**config.mk**
```make
export PLATFORM = sky130hd
export DESIGN_NAME = maquina_lectura_flat
export DESIGN_NICKNAME = d
export VERILOG_FILES = /design/src/rtl/maquina_lectura_if.sv /design/src/rtl/maquina_lectura.sv /design/src/flat_wrapper.sv
export SDC_FILE = /design/constraint.sdc
export NUM_CORES = 1
export LEC_CHECK = 0
export ABC_AREA = 1
export BUFFER_PORTS_ARGS = -buffer_cell sky130_fd_sc_hd__clkbuf_2
export CAP_MARGIN = 0
export CELL_PAD_IN_SITES_DETAIL_PLACEMENT = 2
export CELL_PAD_IN_SITES_GLOBAL_PLACEMENT = 2
export CORE_UTILIZATION = 39
export CTS_BUF_LIST = sky130_fd_sc_hd__clkbuf_4 sky130_fd_sc_hd__clkbuf_8
export DETAILED_ROUTE_END_ITERATION = 10
export PLACE_DENSITY = 0.87
export SYNTH_ARGS = -nofsm -noshare
export SYNTH_HDL_FRONTEND = slang
export SYNTH_SLANG_ARGS = --single-unit
```
**constraint.sdc**
```tcl
create_clock -name clk -period 8.21 [get_ports clk]
set_clock_uncertainty 0.1 [all_clocks]
set_input_delay 0.4105 -clock clk [delete_from_list [all_inputs] [get_ports clk]]
set_output_delay 0.4105 -clock clk [all_outputs]
set_load 0.05 [all_outputs]
```
**src/rtl/maquina_lectura_if.sv**
```systemverilog
// rtl/maquina_lectura_if.sv - read-transaction handshake between the read sequencer and the bus-timing driver
interface maquina_lectura_if;
    logic       req;
    logic [7:0] addr_out;
    logic       dir_phase;
    logic       dat_valid;
    logic [7:0] data_in;
    logic       step_done;

    modport master (output req, addr_out, input dir_phase, dat_valid, data_in, step_done);
    modport slave  (input req, addr_out, output dir_phase, dat_valid, data_in, step_done);
endinterface

```
**src/rtl/maquina_lectura.sv**
```systemverilog
// rtl/maquina_lectura.sv - RTC read sequencer: walks clock (and optionally timer) registers, commits atomically
module maquina_lectura #(
    parameter bit         TIMER_EN = 1'b1,
    parameter logic [7:0] CLK_BASE = 8'h21,
    parameter logic [7:0] TMR_BASE = 8'h41
) (
    input  logic                  clk,
    input  logic                  reset,
    maquina_lectura_if.master     bus,
    input  logic                  leer,
    output logic [7:0]            Seg,
    output logic [7:0]            Min,
    output logic [7:0]            Hora,
    output logic [7:0]            Dia,
    output logic [7:0]            Mes,
    output logic [7:0]            Ano,
    output logic [7:0]            T_Seg,
    output logic [7:0]            T_Min,
    output logic [7:0]            T_Hora,
    output logic                  rd_done,
    output logic                  rd_err
);
    typedef enum logic [1:0] {IDLE, RD, GAP, DONE} state_t;

    localparam int         N    = TIMER_EN ? 9 : 6;
    localparam logic [3:0] LAST = TIMER_EN ? 4'd8 : 4'd5;

    state_t     state_q, state_d;
    logic [3:0] idx_q, idx_d;
    logic       err_q, err_d;
    logic [8:0] seen_q, seen_d;
    logic [7:0] shadow_q [0:8];
    logic [7:0] shadow_d [0:8];
    logic [7:0] vals_q [0:8];
    logic [7:0] vals_d [0:8];
    logic       req_q, req_d;
    logic [7:0] addr_q, addr_d;
    logic       rd_done_q, rd_done_d;
    logic       rd_err_q, rd_err_d;

    // The address phase indication is only informative for this sequencer.
    logic unused_dir_phase;
    assign unused_dir_phase = bus.dir_phase;

    function automatic logic [7:0] addr_of(logic [3:0] i);
        if (i < 4'd6) return CLK_BASE + {4'd0, i};
        else          return TMR_BASE + {4'd0, i} - 8'd6;
    endfunction

    always_comb begin
        state_d   = state_q;
        idx_d     = idx_q;
        err_d     = err_q;
        seen_d    = seen_q;
        shadow_d  = shadow_q;
        vals_d    = vals_q;
        addr_d    = addr_q;
        rd_done_d = 1'b0;
        rd_err_d  = rd_err_q;
        case (state_q)
            IDLE: begin
                if (leer) begin
                    state_d = RD;
                    idx_d   = 4'd0;
                    err_d   = 1'b0;
                    seen_d  = '0;
                end
            end
            RD: begin
                if (bus.dat_valid) begin
                    shadow_d[idx_q] = bus.data_in;
                    seen_d[idx_q]   = 1'b1;
                end
                // seen_d already reflects a strobe coincident with step_done.
                if (bus.step_done) begin
                    if (!seen_d[idx_q]) err_d = 1'b1;
                    if (idx_q == LAST) begin
                        state_d = DONE;
                    end else begin
                        state_d = GAP;
                        idx_d   = idx_q + 4'd1;
                    end
                end
            end
            GAP: state_d = RD;
            DONE: begin
                if (!err_q) begin
                    for (int i = 0; i < 9; i++) begin
                        if (i < N) vals_d[i] = shadow_q[i];
                    end
                end
                rd_done_d = 1'b1;
                rd_err_d  = err_q;
                state_d   = IDLE;
            end
            default: state_d = IDLE;
        endcase
        req_d = (state_d == RD);
        if (state_d == RD) addr_d = addr_of(idx_d);
    end

    always_ff @(posedge clk or posedge reset) begin
        if (reset) begin
            state_q   <= IDLE;
            idx_q     <= 4'd0;
            err_q     <= 1'b0;
            seen_q    <= '0;
            req_q     <= 1'b0;
            addr_q    <= 8'h00;
            rd_done_q <= 1'b0;
            rd_err_q  <= 1'b0;
            for (int i = 0; i < 9; i++) begin
                shadow_q[i] <= 8'h00;
                vals_q[i]   <= 8'h00;
            end
        end else begin
            state_q   <= state_d;
            idx_q     <= idx_d;
            err_q     <= err_d;
            seen_q    <= seen_d;
            req_q     <= req_d;
            addr_q    <= addr_d;
            rd_done_q <= rd_done_d;
            rd_err_q  <= rd_err_d;
            shadow_q  <= shadow_d;
            vals_q    <= vals_d;
        end
    end

    assign bus.req      = req_q;
    assign bus.addr_out = addr_q;
    assign Seg          = vals_q[0];
    assign Min          = vals_q[1];
    assign Hora         = vals_q[2];
    assign Dia          = vals_q[3];
    assign Mes          = vals_q[4];
    assign Ano          = vals_q[5];
    assign T_Seg        = vals_q[6];
    assign T_Min        = vals_q[7];
    assign T_Hora       = vals_q[8];
    assign rd_done      = rd_done_q;
    assign rd_err       = rd_err_q;
endmodule

```
**src/flat_wrapper.sv**
```systemverilog
// flat-port wrapper written by rule: the top's interface ports become plain ports
module maquina_lectura_flat 
#(
    parameter bit         TIMER_EN = 1'b1,
    parameter logic [7:0] CLK_BASE = 8'h21,
    parameter logic [7:0] TMR_BASE = 8'h41
)
  (clk, reset, leer, Seg, Min, Hora, Dia, Mes, Ano, T_Seg, T_Min, T_Hora, rd_done, rd_err, bus_req, bus_addr_out, bus_dir_phase, bus_dat_valid, bus_data_in, bus_step_done);
  maquina_lectura_if bus_i ();
  input  logic clk;
  input  logic reset;
  input  logic leer;
  output logic [7:0] Seg;
  output logic [7:0] Min;
  output logic [7:0] Hora;
  output logic [7:0] Dia;
  output logic [7:0] Mes;
  output logic [7:0] Ano;
  output logic [7:0] T_Seg;
  output logic [7:0] T_Min;
  output logic [7:0] T_Hora;
  output logic rd_done;
  output logic rd_err;
  output wire logic [$bits(bus_i.req)-1:0] bus_req;
  output wire logic [$bits(bus_i.addr_out)-1:0] bus_addr_out;
  input wire logic [$bits(bus_i.dir_phase)-1:0] bus_dir_phase;
  input wire logic [$bits(bus_i.dat_valid)-1:0] bus_dat_valid;
  input wire logic [$bits(bus_i.data_in)-1:0] bus_data_in;
  input wire logic [$bits(bus_i.step_done)-1:0] bus_step_done;
  assign bus_req = bus_i.req;
  assign bus_addr_out = bus_i.addr_out;
  assign bus_i.dir_phase = bus_dir_phase;
  assign bus_i.dat_valid = bus_dat_valid;
  assign bus_i.data_in = bus_data_in;
  assign bus_i.step_done = bus_step_done;
  maquina_lectura #(.TIMER_EN(TIMER_EN), .CLK_BASE(CLK_BASE), .TMR_BASE(TMR_BASE)) u_core (.clk(clk), .reset(reset), .bus(bus_i), .leer(leer), .Seg(Seg), .Min(Min), .Hora(Hora), .Dia(Dia), .Mes(Mes), .Ano(Ano), .T_Seg(T_Seg), .T_Min(T_Min), .T_Hora(T_Hora), .rd_done(rd_done), .rd_err(rd_err));
endmodule
```
==> impl_metrics.tcl, run 1 <==
set metrics [dict create \
    gp_congestion 0.857 \
    overflow 0 \
    fmax_mhz 390 \
    rsz0062_at_grt "false" \
    drtIter0Drc 237 \
    arrival_ns 2.82 \
    criticalPathCategory "reg -> reg" \
    power_density_nw_per_um2 451 \
    outcome "complete, but fails checks" \
    fill_cells 1845 \
    fp.dieArea_um2 17700 \
    yosysWarningCount 0 \
    r2r_start "u_core.idx_q[0]" \
    worstRegToRegCells 13 \
    layout_common_cells "336 x nand2_1, 170 x dfrtp_1, 94 x clkbuf_2" \
    min_period_ns 2.56 \
    max_slew_margin 0.321 \
    core-area_um2 16600 \
    syn-num-nets 749 \
    rrSetupSlack_ns 5.65 \
    synth_seq_cells 170 \
    finalSetupViolations 0 \
    worstSkewPairLatency_ns 0.46 \
    fp.dieW_um 133 \
    grt_usage 0.233 \
    syn_area_um2 6690 \
    maxCapViolCount 0 \
    ctsHoldBuffers 0 \
    wl_per_cell_um 18.3 \
    vdd.ir_drop.worst_mv 0.178 \
    crit_required_ns 8.47 \
    drv_slew 0 \
    dpl.hpwl_um 12900 \
    worst_slack_ns 5.65 \
    min_period_over_period 0.312 \
    cp-start-kind "flop" \
    std_cell_rows 47 \
    tightestPinTransition_ns 1.02 \
    multi_input_comb_area_um2 2140 \
    hold_path.class "in -> async" \
    post-place-ws_ns 5.67 \
    r2r_end "u_core.bus.addr_out[2]" \
    first_pass_iters 4 \
    synthToLayoutAreaGrowth_pct 15.4 \
    clock_sinks 170 \
    crit_fanout 10 \
    antenna_found_initial 0 \
    netlist_instances 729 \
    first_global_vias 5952 \
    cts_tree "done" \
    holdWs_ns -0.0299 \
    cts_buffers 17 \
    cts_max_path_buffers 2 \
    cts-root-buf "clkbuf_8" \
    diodes 0 \
    violations "hold timing" \
    die_h_um 133 \
    cts_resized 0 \
    io_pins 97 \
    initial_core_util 0.402 \
    drc 0 \
    cts_setup_buffers 0 \
    clk_pin_slew_ns 0.09 \
    grt_pass1_wl_um 31700 \
    avgSynthCellArea_um2 9.18 \
    ys_types 24 \
    leakagePower_uw 0.00420 \
    final_common_cell "nand2_1" \
    vias_per_cell 5.03 \
    htree_num_levels 4 \
    routed-via-count 5286 \
    seqCellArea_um2 4250 \
    final_hold_viol_count 12 \
    critPathCaptureType "flop" \
    tns_ns 0 \
    startpoint "u_core.idx_q[0]" \
    drive_gt1_frac 0.176 \
    grt_max_degree 88 \
    ys_seq_area_frac 0.636 \
    postRouteAntennaNets 0 \
    finalWirelength_um 19300 \
    io_buffers 94 \
    final_nets 838 \
]
## state kept, by name, indices dropped and copies added, names as in the netlist
| register | cells |
|---|---|
| u_core.Seg | 8 |
| u_core.seen_q | 9 |
| u_core.T_Hora | 8 |
| u_core.Mes | 8 |
| u_core.bus.req | 1 |
| u_core.bus.addr_out | 7 |
| u_core.shadow_q | 72 |
| u_core.T_Seg | 8 |
| u_core.rd_err | 1 |
| u_core.T_Min | 8 |
| u_core.Min | 8 |
| u_core.Ano | 8 |
| u_core.idx_q | 4 |
| u_core.err_q | 1 |
| u_core.rd_done | 1 |
| u_core.Dia | 8 |
| u_core.Hora | 8 |
| u_core.state_q | 2 |
## Yosys cell counts, drive strengths merged
cell / count / area (µm²)
a21oi: 10 / 50.1
buf: 20 / 136
clkbuf: 7 / 26.3
clkinv: 1 / 5.00
conb: 1 / 3.75
dfrtp: 170 / 4250
ha: 6 / 75.1
inv: 38 / 143
nand2: 341 / 1300
nand3: 27 / 135
nand3b: 1 / 7.51
nand4: 2 / 12.5
nor2: 14 / 70.1
o21a: 1 / 7.51
o21ai: 90 / 465
## worst max-delay path by stage
stage	to	slack (ns)	cells after the start
floorplan	u_core.Ano[0]	3.10	1
global placement	u_core.bus.addr_out[2]	5.75	13
detailed placement	u_core.bus.addr_out[2]	5.67	13
CTS	u_core.bus.addr_out[2]	5.66	13
global route	u_core.bus.addr_out[2]	5.39	15
finish	u_core.bus.addr_out[2]	5.65	13
## layer usage
metal  part of all wire  global-route usage  wire, µm  vias to the layer above
met2               0.54               0.425     10300                       88
met3              0.032              0.0364       609                       20
met5                  0                   0         0                        -
met1               0.42               0.281      8060                     2726
met4              0.015              0.0728       288                        0
li1                   -                   -         -                     2452
## cells by family after synthesis
| group | after synthesis | synth area share |
|---|---|---|
| simple gates | 385 | 0.228 |
| compound gates | 101 | 0.0781 |
| fa+ha+maj | 6 | 0.0112 |
| buf+inv | 66 | 0.0464 |
| flops | 170 | 0.636 |
| other cells | 1 | 0.000560 |
## stage by stage
step	util	hold slack (ns)	area, µm²	total power [µW]	cells
floorplan	-	0.349	6690	2450	729
global placement	0.439	0.355	7310	2770	1019
detailed placement	0.439	0.361	7310	2880	1019
CTS	0.464	0.0180	7730	3520	1050
global route	0.464	0.0288	7730	3700	1050
finish	0.464	-0.0299	7730	3480	1050
## report_power, final
| part | leakage (µW) | internal, µW | switching [µW] |
|---|---|---|---|
| combinational | 0.00175 | 331 | 1120 |
| sequential | 0.00225 | 1180 | 227 |
| clock | 0.000199 | 310 | 316 |
## cell type report
| class | instances | share of cell area |
|---|---|---|
| timing repair buffer | 97 | 0.0638 |
| clock inverter | 13 | 0.0217 |
| multi-input combinational | 493 | 0.277 |
| tap | 220 | 0.0356 |
| sequential | 170 | 0.551 |
| clock buffer | 18 | 0.0321 |
| inverter | 39 | 0.0198 |
## critical path, stage by stage (launching register included)
cell and delay [ns]:
dfrtp_1 0.59, inv_1 0.23, ha_1 0.34, nand3_1 0.18, nand2_1 0.12, o21ai_2 0.19, inv_1 0.10, ha_1 0.24
nand3_1 0.10, nand2_1 0.06, nand3_1 0.06, nand2_1 0.05, nand2_1 0.06, nand2_1 0.04
No activity file was read; power rests on OpenSTA's default activity.
==> run 2, diff against run 1 <==
- ABC_AREA: 1 -> 0
- CORE_UTILIZATION: 39 -> 38
- PLACE_DENSITY: 0.87 -> 0.78
- clock period: 8.21 -> 2.1 ns (I/O delays scaled with it)
==> run 2 against run 1 <==
The flow finishes with violations (setup timing). Worst setup slack got worse by 5.7 ns. Worst hold slack improved by 0.058 ns. Non-clock buffer count rose by 49. Flip-flop and latch count did not move. Synthesized area rose by 0.80%. Sequential power rose to 3.5 times the previous value. Combinational power rose to 3.7 times the previous value. Die area rose by 3.4%. Count of clock-buffer cells in the layout rose by 1. Fmax rose by 19%. Global-route usage fell by 2.3 points. First-iteration DRC count fell by 41%. Largest cell class unchanged.
==> impl_metrics.tcl, run 2 <==
set metrics [dict create \
    outcome "complete, but fails checks" \
    violations "setup timing" \
    first_pass_iters 4 \
    crit_fanout 4 \
    crit_required_ns 2.40 \
    core-area_um2 17300 \
    power_uw 12700 \
    max_stage_delay_ns 0.42 \
    drc 0 \
    grt_max_degree 103 \
    rsz0062_at_grt "true" \
    final_hold_viol_count 0 \
    worstSkewPairLatency_ns 0.46 \
    criticalPathCategory "reg -> reg" \
    drv_slew 0 \
    fmax_mhz 463 \
    routed-via-count 4279 \
    wl_per_cell_um 21.5 \
    fp.dieArea_um2 18300 \
    fill_cells 1681 \
    p_clk_frac 0.186 \
    initial_core_util 0.390 \
    layout_common_cells "169 x dfrtp_1, 145 x mux2_2, 94 x clkbuf_2" \
    syn_area_um2 6750 \
    ys_seq_area_frac 0.630 \
    htree_num_levels 4 \
    synthMostInstantiatedCell "dfrtp_1" \
    power_frac_comb 0.426 \
    cp-start-kind "flop" \
    path_delay_family "compound AO/OA/AOI/OAI gates" \
    cts_max_path_buffers 2 \
    path_cells "inv_2, ha_4, and2_4, a221o_1, inv_2, ha_4, a31oi_2, a311o_1, nand3_1" \
    p_int_uw 7440 \
    min_period_over_period 1.03 \
    holdWs_ns 0.0284 \
    clk_pin_slew_ns 0.09 \
    worst-path-buf-inv 2 \
    multi_input_comb_area_um2 2530 \
    cts_tree "done" \
    dpl.hpwl_um 11400 \
    std_cell_rows 48 \
    async_flop_share 1.00 \
    grt_pass1_wl_um 28400 \
    synth_area_leaders "dfrtp_1 63%, mux2_2 24%, ha_1 1.1%" \
    antenna_found_initial 1 \
    finish.utilization 0.490 \
    final_nets 616 \
    fp.dieW_um 135 \
    largest_reg_flops 72 \
    syn-num-nets 467 \
    reg.largest.list "u_core.shadow_q x72, u_core.seen_q x9" \
    yosys-top-cells-count "170 x dfrtp_1, 145 x mux2_2, 19 x nand2_1" \
    synth-edff-count 0 \
    io_buffers 94 \
    p_switching_uw 5280 \
    io_pins 97 \
    gp_congestion 0.824 \
    synthToLayoutAreaGrowth_pct 25.7 \
    netlist.area_leader.share 0.630 \
    min_period_ns 2.16 \
    synth-main-ff-cell "dfrtp_1" \
    finalSetupViolations 4 \
    synth_seq_cells 170 \
    maxCapViolCount 0 \
    drive_gt1_frac 0.595 \
    overflow 0 \
    grt_usage 0.211 \
    power_density_nw_per_um2 1500 \
    avgSynthCellArea_um2 15.1 \
    post-place-ws_ns -0.192 \
    diodes 0 \
    arrival_ns 2.46 \
    postRouteAntennaNets 0 \
    cp_slowest_cell "dfrtp_1" \
    final_common_cell "dfrtp_1" \
    max_slew_margin 0.636 \
    largest-register "u_core.shadow_q" \
    die_h_um 135 \
    seqCellArea_um2 4260 \
    critPathCaptureType "flop" \
    first_global_vias 4932 \
    hold_path.class "in -> reg" \
    worst_slack_ns -0.0607 \
    tightestPinTransition_ns 0.546 \
    netlist_instances 447 \
    instances_no_fill 833 \
    yosysTopAreaCell "dfrtp_1" \
    yosysWarningCount 0 \
    leakagePower_uw 0.00425 \
    vias_per_cell 5.14 \
    cts-root-buf "clkbuf_8" \
    clock_sinks 170 \
    cts_buffers 17 \
    drtIter0Drc 139 \
    vdd.ir_drop.worst_mv 0.720 \
    dp_cells 781 \
    p_seq_frac 0.388 \
    p_sw_frac 0.415 \
    finalWirelength_um 17900 \
    ys_types 48 \
]
-- run 2: cell types whose count changed after synthesis, sizes merged, moves of 5 or more --
| cell | change |
|---|---|
| nand2 | -322 |
| mux2 | +145 |
| o21ai | -86 |
| inv | -30 |
| nand3 | -23 |
| o21a | +8 |
| a21oi | -7 |
| a31oi | +6 |
| buf | -6 |
| and2 | +5 |
| clkbuf | -5 |
-- run 2: cell type report --
| type | instances | share of cell area |
|---|---|---|
| clock buffers | 19 | 0.0308 |
| clock inverters | 12 | 0.0162 |
| inverters | 9 | 0.00443 |
| multi-input cells | 252 | 0.298 |
| flip-flops and latches | 170 | 0.502 |
| well taps | 225 | 0.0332 |
| repair buffers | 146 | 0.116 |
-- run 2: final timing paths --
| kind | startpoint | end | slack, ns | cells past startpoint |
|---|---|---|---|---|
| min in group asynchronous | reset | u_core.T_Hora[2] | 0.23 | 4 |
| worst max register to register | u_core.idx_q[1] | u_core.bus.addr_out[2] | -0.06 | 9 |
| worst min-delay path | bus_data_in[3] | u_core.shadow_q[11] | 0.03 | 2 |
| worst min register to register | u_core.bus.addr_out[5] | u_core.bus.addr_out[5] | 0.39 | 2 |
| max in group asynchronous | reset | u_core.shadow_q[19] | 1.18 | 4 |
| worst max-delay path | u_core.idx_q[1] | u_core.bus.addr_out[2] | -0.06 | 9 |
-- run 2: cells by family after synthesis --
logic type,Yosys count,synth area share
AOI/OAI and AO/OA,41,0.0443
adders and majority gates,6,0.0111
and+or+nand+nor,57,0.0490
muxes,147,0.247
buffers and inverters,25,0.0178
other,1,0.000556
DFF,170,0.630
-- run 2: per-layer routing --
metal | global-route usage | up-vias | share of wire
li1 | - | 1878 | -
met1 | 0.244 | 2286 | 0.40
met2 | 0.375 | 90 | 0.54
met3 | 0.0509 | 25 | 0.041
met4 | 0.0811 | 0 | 0.018
met5 | 0 | - | 0
-- run 2: stage by stage --
step / cell area (µm²) / setup TNS (ns)
floorplan: 6770 / -46.60
global placement: 7740 / 0
detailed placement: 7740 / -0.466
CTS: 8360 / -0.0481
global route: 8480 / -0.442
finish: 8480 / -0.154
-- run 2: power groups by stage --
stage	clock, µW	sequential [µW]	combinational (µW)
6_report	2370	4930	5420
5_1_grt	2530	5070	5730
4_1_cts	2430	4950	5230
3_5_place_dp	0	5000	4930
3_3_place_gp	0	4900	4720
2_1_floorplan	0	6610	1820
-- run 2: what timing repair did --
| item | CTS | global route |
|---|---|---|
| setup endpoints to repair | 5 | 50 |
| hold buffers | 8 | 0 |
| hold endpoints to repair | 205 | 0 |
| setup buffers | 6 | 7 |
| resized for setup | 23 | 18 |
| pin swaps | 11 | 15 |
-- run 2: worst register-to-register path, delay by kind of cell, from the launching register on --
kind | cells | cell delay (ns)
AO/OA/AOI/OAI | 3 | 0.73
adder cells (fa/ha/maj) | 2 | 0.36
buffers and inverters | 2 | 0.25
flip-flops | 1 | 0.42
AND/OR/NAND/NOR | 2 | 0.23
==> run 3, diff against run 2 <==
- MAX_ROUTING_LAYER: default -> met4
- SKIP_LAST_GASP: default -> 1
==> run 3 against run 2 <==
The run still ends with setup timing left. Wire length is 4.1% lower. Die area stayed put. Design area is 1.7% lower. Final cell count is 1.9% lower. Count of clock-buffer cells in the layout is 1 higher. Register-to-register slack better by 0.06 ns. First-iteration DRC count is 22% higher. Global-route usage is 0.29 points lower. Non-clock buffer count is 15 lower. Total power is 0.88% lower. Critical path depth stayed put. Critical path type unchanged. Critical endpoint is now u_core.bus.addr_out[1]. Largest cell class unchanged. Highest routed layer unchanged.
==> impl_metrics.tcl, run 3 (synthesized netlist as in run 2, its figures left out) <==
set metrics [dict create \
    clock_sinks 170 \
    outcome "complete, but fails checks" \
    worstSkewPairLatency_ns 0.46 \
    crit_required_ns 2.35 \
    dpl.hpwl_um 11700 \
    cp-start-kind "flop" \
    post-place-ws_ns -0.160 \
    critPathCaptureType "flop" \
    hold_path.class "in -> reg" \
    violations "setup timing" \
    tns_ns -0.00351 \
    cts-root-buf "clkbuf_8" \
    drv_slew 0 \
    max_stage_delay_ns 0.42 \
    grt_usage 0.208 \
    cts_tree "done" \
    io_buffers 94 \
    gp_congestion 0.863 \
    vias_per_cell 5.08 \
    path_delay_family "simple AND/OR/NAND/NOR gates" \
    wl_per_cell_um 21.0 \
    cts_max_path_buffers 2 \
    cp_slowest_cell "dfrtp_1" \
    maxCapViolCount 0 \
    fp.dieArea_um2 18300 \
    finalWirelength_um 17100 \
    largest_reg_flops 72 \
    holdWs_ns 0.0227 \
    min_period_ns 2.10 \
    postRouteAntennaNets 0 \
    layout_common_cells "168 x dfrtp_1, 145 x mux2_2, 94 x clkbuf_2" \
    finalSetupViolations 1 \
    power_uw 12600 \
    clk_pin_slew_ns 0.08 \
    worst_slack_ns -0.00351 \
    rsz0062_at_grt "true" \
    cts_buffers 17 \
    routed-via-count 4152 \
    vdd.ir_drop.worst_mv 0.645 \
    core-area_um2 17300 \
    path_cells "inv_2, ha_4, and2_4, a221o_1, inv_2, ha_4, nor2_4, and3_4, nor3_2" \
    final_common_cell "dfrtp_1" \
    power_density_nw_per_um2 1510 \
    drive_gt1_frac 0.576 \
    criticalPathCategory "reg -> reg" \
    synthToLayoutAreaGrowth_pct 23.6 \
    first_pass_iters 4 \
    drc 0 \
    leakagePower_uw 0.00418 \
    worst-path-buf-inv 2 \
    final_hold_viol_count 0 \
    first_global_vias 4814 \
    drtIter0Drc 170 \
    fp.dieW_um 135 \
    overflow 0 \
    final_nets 601 \
    arrival_ns 2.35 \
    min_period_over_period 1.00 \
    fmax_mhz 475 \
    htree_num_levels 4 \
    grt_pass1_wl_um 27200 \
    grt_max_degree 79 \
    die_h_um 135 \
    crit_fanout 4 \
    largest-register "u_core.shadow_q" \
    std_cell_rows 48 \
    reg.largest.list "u_core.shadow_q x72, u_core.seen_q x9" \
    antenna_found_initial 1 \
    initial_core_util 0.390 \
    finish.utilization 0.482 \
    io_pins 97 \
    diodes 0 \
]
-- run 3: final cells by class --
class | count | area [µm²]
clock buffer | 20 | 263
clock inverter | 10 | 168
tap | 225 | 282
inverter | 9 | 37.5
timing repair buffer | 131 | 838
fill | 1700 | 8960
multi-input combinational | 252 | 2490
sequential | 170 | 4260
-- run 3: stage by stage --
stage | cells | area, µm²
final | 817 | 8340
after global routing | 817 | 8340
after CTS | 817 | 8300
after detailed placement | 777 | 7710
after global placement | 777 | 7710
after floorplan | 447 | 6770
-- run 3: layer usage --
| metal | track usage | vias up | part of all wire |
|---|---|---|---|
| met1 | 0.234 | 2193 | 0.40 |
| met4 | 0.0693 | 0 | 0.016 |
| met2 | 0.357 | 83 | 0.53 |
| li1 | - | 1856 | - |
| met5 | - | - | 0 |
| met3 | 0.0550 | 20 | 0.051 |
-- run 3: repair_timing --
action	in CTS	in global routing
gates resized for setup	17	12
buffers inserted	2	0
hold endpoints to repair	201	0
pin swaps	5	3
setup endpoints to repair	7	7
cloned	0	0
hold buffers	8	0
-- run 3: worst paths after layout --
path,endpoint,slack (ns),start,depth (start not counted)
min,u_core.shadow_q[69],0.02,bus_data_in[5],2
max reg2reg,u_core.bus.addr_out[1],-0.004,u_core.idx_q[0],9
max in group asynchronous,u_core.shadow_q[13],1.05,reset,4
min in group asynchronous,u_core.T_Hora[1],0.09,reset,3
min reg2reg,u_core.bus.addr_out[0],0.38,u_core.bus.addr_out[0],2
max,u_core.bus.addr_out[1],-0.004,u_core.idx_q[0],9
-- run 3: power by group --
part / switching, µW / total, µW / internal (µW) / leakage [µW]
combinational: 3300 / 5120 / 1820 / 0.00171
clock: 1180 / 2530 / 1350 / 0.000222
sequential: 636 / 4960 / 4320 / 0.00226
total: 5110 / 12600 / 7500 / 0.00418
